==> config.mk <==
export PLATFORM = sky130hd
export DESIGN_NAME = clk_reset_gen
export DESIGN_NICKNAME = d
export VERILOG_FILES = /design/src/rtl/clk_reset_gen.sv
export SDC_FILE = /design/constraint.sdc
export NUM_CORES = 1
export LEC_CHECK = 0
export ABC_AREA = 1
export BUFFER_PORTS_ARGS = -buffer_cell sky130_fd_sc_hd__buf_2
export CAP_MARGIN = 0
export CORE_MARGIN = 10
export CORE_UTILIZATION = 50
export DETAILED_ROUTE_END_ITERATION = 6
export PLACE_DENSITY = 0.69
export SLEW_MARGIN = 30
export SYNTH_ARGS = -nofsm -noshare
export SYNTH_HDL_FRONTEND = slang
export SYNTH_SLANG_ARGS = --single-unit
==> constraint.sdc <==
create_clock -name mclk -period 3.1 [get_ports mclk]
set_clock_uncertainty 0.05 [all_clocks]
set_input_delay 0.155 -clock mclk [delete_from_list [all_inputs] [get_ports mclk]]
set_output_delay 0.155 -clock mclk [all_outputs]
set_load 0.01 [all_outputs]
==> src/rtl/clk_reset_gen.sv <==
// Per-channel mclk divider (50% duty, glitch-free ratio change) with staggered, clock-aligned reset release.
// Optional CLK_RESET_GEN_STOP_EN adds ch_stop to park individual divided clocks low.
module clk_reset_gen #(
  parameter int NCH         = 3,
  parameter int DIVW        = 8,
  parameter int DIV_DEFAULT = 0,
  parameter int RST_HOLD    = 16,
  parameter int STAGGER     = 4
) (
  input  logic                mclk,
  input  logic                reset_n,
  input  logic [NCH*DIVW-1:0] div_cfg,
  input  logic                div_load,
  input  logic [NCH-1:0]      ch_soft_rst,
`ifdef CLK_RESET_GEN_STOP_EN
  input  logic [NCH-1:0]      ch_stop,
`endif
  output logic [NCH-1:0]      clk_out,
  output logic [NCH-1:0]      clk_en,
  output logic [NCH-1:0]      rst_n_out,
  output logic                ready
);

  localparam int CMAX = (RST_HOLD > STAGGER) ? RST_HOLD : STAGGER;
  localparam int CW   = $clog2(CMAX + 1);
  localparam int IW   = (NCH > 1) ? $clog2(NCH) : 1;
  localparam logic [DIVW-1:0] DEF_DIV = DIVW'(DIV_DEFAULT);

  typedef enum logic [1:0] {S_HOLD, S_RELEASE, S_STAGGER, S_RUN} state_t;

  logic [DIVW-1:0] cnt    [NCH];
  logic [DIVW-1:0] act    [NCH];
  logic [DIVW-1:0] shadow [NCH];
  logic [NCH-1:0]  run;
  logic [NCH-1:0]  at_end;
  logic [NCH-1:0]  rise;

  // rise is the cycle a divided clock goes 0->1; it also marks the period boundary.
  always_comb begin
    run    = '1;
    at_end = '0;
    rise   = '0;
    for (int i = 0; i < NCH; i++) begin
      at_end[i] = (cnt[i] == act[i]);
`ifdef CLK_RESET_GEN_STOP_EN
      run[i] = ~(ch_stop[i] & ~clk_out[i]);
`endif
      rise[i] = run[i] & at_end[i] & ~clk_out[i];
    end
  end

  always_ff @(posedge mclk) begin
    if (!reset_n) begin
      for (int i = 0; i < NCH; i++) begin
        cnt[i]    <= '0;
        act[i]    <= DEF_DIV;
        shadow[i] <= DEF_DIV;
      end
      clk_out <= '0;
      clk_en  <= '0;
    end else begin
      for (int i = 0; i < NCH; i++) begin
        if (!run[i]) begin
          cnt[i] <= '0;
        end else if (at_end[i]) begin
          cnt[i]     <= '0;
          clk_out[i] <= ~clk_out[i];
        end else begin
          cnt[i] <= cnt[i] + DIVW'(1);
        end
        if (rise[i]) act[i] <= shadow[i];
        if (div_load) shadow[i] <= div_cfg[i*DIVW +: DIVW];
      end
      clk_en <= rise;
    end
  end

  state_t          state, state_d;
  logic [CW-1:0]   tcnt, tcnt_d;
  logic [IW-1:0]   idx, idx_d;
  logic [NCH-1:0]  rel_set;

  always_ff @(posedge mclk) begin
    if (!reset_n) begin
      state <= S_HOLD;
      tcnt  <= '0;
      idx   <= '0;
      ready <= 1'b0;
    end else begin
      state <= state_d;
      tcnt  <= tcnt_d;
      idx   <= idx_d;
      ready <= (state == S_RUN);
    end
  end

  always_comb begin
    state_d = state;
    tcnt_d  = tcnt;
    idx_d   = idx;
    rel_set = '0;
    case (state)
      S_HOLD: begin
        if (tcnt == CW'(RST_HOLD - 1)) begin
          state_d = S_RELEASE;
          tcnt_d  = '0;
          idx_d   = '0;
        end else begin
          tcnt_d = tcnt + CW'(1);
        end
      end
      S_RELEASE: begin
        if (rise[idx]) begin
          rel_set[idx] = 1'b1;
          if (idx == IW'(NCH - 1)) begin
            state_d = S_RUN;
          end else begin
            state_d = S_STAGGER;
            tcnt_d  = '0;
          end
        end
      end
      S_STAGGER: begin
        if (tcnt == CW'(STAGGER - 1)) begin
          state_d = S_RELEASE;
          tcnt_d  = '0;
          idx_d   = idx + IW'(1);
        end else begin
          tcnt_d = tcnt + CW'(1);
        end
      end
      S_RUN:   state_d = S_RUN;
      default: state_d = S_HOLD;
    endcase
  end

  // Soft-reset release passes two channel-clock sync stages (advanced only on rise).
  logic [NCH-1:0] seq_rel, seq_rel_d;
  logic [NCH-1:0] sync1, sync1_d;
  logic [NCH-1:0] sync2, sync2_d;

  always_comb begin
    seq_rel_d = seq_rel | rel_set;
    sync1_d   = sync1;
    sync2_d   = sync2;
    for (int i = 0; i < NCH; i++) begin
      if (ch_soft_rst[i]) begin
        sync1_d[i] = 1'b0;
        sync2_d[i] = 1'b0;
      end else if (rise[i]) begin
        sync1_d[i] = 1'b1;
        sync2_d[i] = sync1[i];
      end
    end
  end

  always_ff @(posedge mclk) begin
    if (!reset_n) begin
      seq_rel   <= '0;
      sync1     <= '1;
      sync2     <= '1;
      rst_n_out <= '0;
    end else begin
      seq_rel   <= seq_rel_d;
      sync1     <= sync1_d;
      sync2     <= sync2_d;
      rst_n_out <= seq_rel_d & sync2_d;
    end
  end

endmodule

==> flow_summary.yaml <==
floorplan:
  core_area_sq_um: 9330
  die_h_microns: 118
  start_util_pct: 51.8
  io_pins: 40
  die_w_microns: 118
  die_area_sq_um: 14000
  num_rows: 35
worst_setup_path:
  endpoint_kind: "flop"
  path_class: "reg2reg"
  cp.arrival_ps: 2270
  crit_required_ps: 3300
  path_max_fanout: 24
  start_kind: "flop"
grt:
  antenna_found_initial: 0
  grt_first_pass_wirelength_microns: 15500
  grt_start_max_net_pins: 25
  grt_pass1_vias: 3406
  gr-total-overflow: 0
  grt.total_usage_pct: 13.2
sta:
  finalSetupViolations: 0
  maxSlewViolCount: 0
  min_period_ps: 2070
  setup-tns-final_ps: 0
  worst_slew_pin_slew_ps: 846
  fin_ws_ps: 1030
  period_share_pct: 66.8
  clock.fmax_mhz: 483
  maxSlewHeadroom_pct: 43.5
  finalHoldViolations: 0
  rsz0062_at_grt: "false"
power_and_ir_drop:
  powerDensity_nw_per_um2: 534
  peakVddDrop_mv: 0.288
  comb_power_share_pct: 14.3
  p_sw_share_pct: 27.6
  p_seq_share_pct: 55.8
  power_mw: 2.91
  pwr-share-clk_pct: 29.9
  p_sw_mw: 0.802
  p_leak_nw: 2.63
  p_int_mw: 2.11
cells_and_area:
  diodes: 0
  nets: 643
  layout-drive-gt1-share_pct: 19.8
  final_util_pct: 58.3
  syn2layout_area_growth_pct: 12.6
  fillers: 838
  stdcell_area_sq_um: 5440
yosys:
  yosys-top-cells-count: "nand2_1, inv_1, nor2_1"
  synth_seq_cells: 100
  ys_async_sr_fraction_pct: 0
  post-synth-top-count-cell: "nand2_1"
  synth_top_cell_area_share_pct: 44.8
  synthTopCellsByArea: "edfxtp_1, dfxtp_1, nand2_1"
  ys_warn_count: 0
  synth_area_leader_cell: "edfxtp_1"
  yosysSeqAreaShare_pct: 56.4
  syn-cell-area_sq_um: 4830
  synth_ff_type: "edfxtp_1"
  synth_cells: 534
  avgSynthCellArea_sq_um: 9.04
  yosysUniqueCellTypes: 34
  synth_edf_count: 72
cts:
  cts_setup_buffers: 0
  cts_tree: "done"
  clock_sinks: 100
  clk_pin_slew_ps: 110
  root_buffer: "clkbuf_8"
  cts_buffer_depth: 2
  numCtsBuffers: 9
  insertion_delay_ps: 370
  postCtsHoldBufs: 1
  cts-resized-gates: 0
  htreeDepth: 3
route:
  ant_nets: 0
  drt_iter0_markers: 181
  drc: 0
  wire_per_inst_microns: 11.8
  vias: 3365
  first_pass_iters: 4
  vias_per_cell: 4.58
  wl_microns: 8650
outcome:
  status: "completed"
placed_design:
  port_buffers: 39
  place_ws_ps: 1060
  placed_area_sq_um: 5220
  place_congestion: 0.778
  place_hpwl_microns: 6350
job:
  max-cap-violations: 0
hold_path:
  hp-class: "in2reg"
## cell type report
| type | count | area (sq um) | area share (%) |
|---|---|---|---|
| multi-input cells | 334 | 1710 | 31.4 |
| clock inverters | 6 | 68.8 | 1.26 |
| clock buffers | 10 | 138 | 2.53 |
| well taps | 129 | 161 | 2.97 |
| flip-flops and latches | 100 | 2720 | 50.0 |
| inverters | 114 | 428 | 7.87 |
| repair buffers | 41 | 213 | 3.91 |
## path summary, 6_finish.rpt
check / endpoint / from / slack [ps] / cells past startpoint
worst min-delay path: shadow[0][10]$_SDFFCE_PN0P_ / div_cfg[10] / 30 / 3
worst min register to register: sync1[1]$_SDFFE_PN1P_ / sync1[1]$_SDFFE_PN1P_ / 430 / 2
worst max register to register: act[0][1]$_SDFFCE_PP0P_ / cnt[2][5]$_SDFFCE_PN0P_ / 1030 / 9
worst max-delay path: act[0][1]$_SDFFCE_PP0P_ / cnt[2][5]$_SDFFCE_PN0P_ / 1030 / 9
## worst max-delay path: stages (launching register included)
cell and delay, ps:
edfxtp_1 500, xor2_1 180, nor2_1 110, nand2_1 80, nor2_2 160, nand2_1 180
a31oi_4 160, buf_4 370, nand2_1 100, inv_1 60
## per-layer routing
layer	GRT usage, %	share of wire [%]	vias to the layer above
met3	2.81	4.0	12
met4	4.87	1.7	0
li1	-	-	1764
met2	21.3	46	49
met5	0	0	-
met1	16.9	48	1540
## layout by cell type (no fill, tap or decap), types with 3 or more instances in the layout
cell type	instances
nand2_1	104
clkbuf_8	10
nand3_1	14
dfxtp_1	28
o21ai_1	3
nor2_2	3
a21oi_1	14
inv_1	84
nand2_4	3
nor3_1	8
nand2_2	22
o21bai_1	3
conb_1	24
buf_2	39
o22ai_1	5
nor3b_1	7
edfxtp_1	72
ha_1	13
xor2_1	15
o21ai_0	6
inv_2	30
or2_2	3
nor2_1	74
## stage by stage
step	cells	hold slack, ps
after floorplan	557	274
after global placement	717	391
after detailed placement	717	401
after CTS	734	20.5
after global routing	734	37.8
final	734	26.5
## power by group through the flow
stage                     Sequential (mW)  Combinational, mW  Clock (mW)
after floorplan                      1.63              0.333           0
after global placement               1.65              0.399           0
after detailed placement             1.65              0.412           0
after CTS                            1.62              0.416       0.882
after global routing                 1.64              0.495       0.941
final                                1.62              0.416       0.870
## flip-flops by register name, summed over array words and instances, names as in the netlist, 3 cells and up
name,flops
act,24
cnt,24
shadow,24
tcnt,5
clk_en,3
clk_out,3
rst_n_out,3
seq_rel,3
sync1,3
sync2,3
## logic make-up after synthesis
| family | count (synthesis) | share of synthesized area [%] |
|---|---|---|
| buffers and inverters | 123 | 10.0 |
| DFF | 100 | 56.4 |
| and+or+nand+nor | 244 | 22.5 |
| AOI/OAI and AO/OA | 38 | 4.90 |
| xor gates and xnor gates | 15 | 2.72 |
| adders and majority gates | 13 | 3.37 |
| other | 1 | 0.0776 |
(Power assumes the default switching activity.)
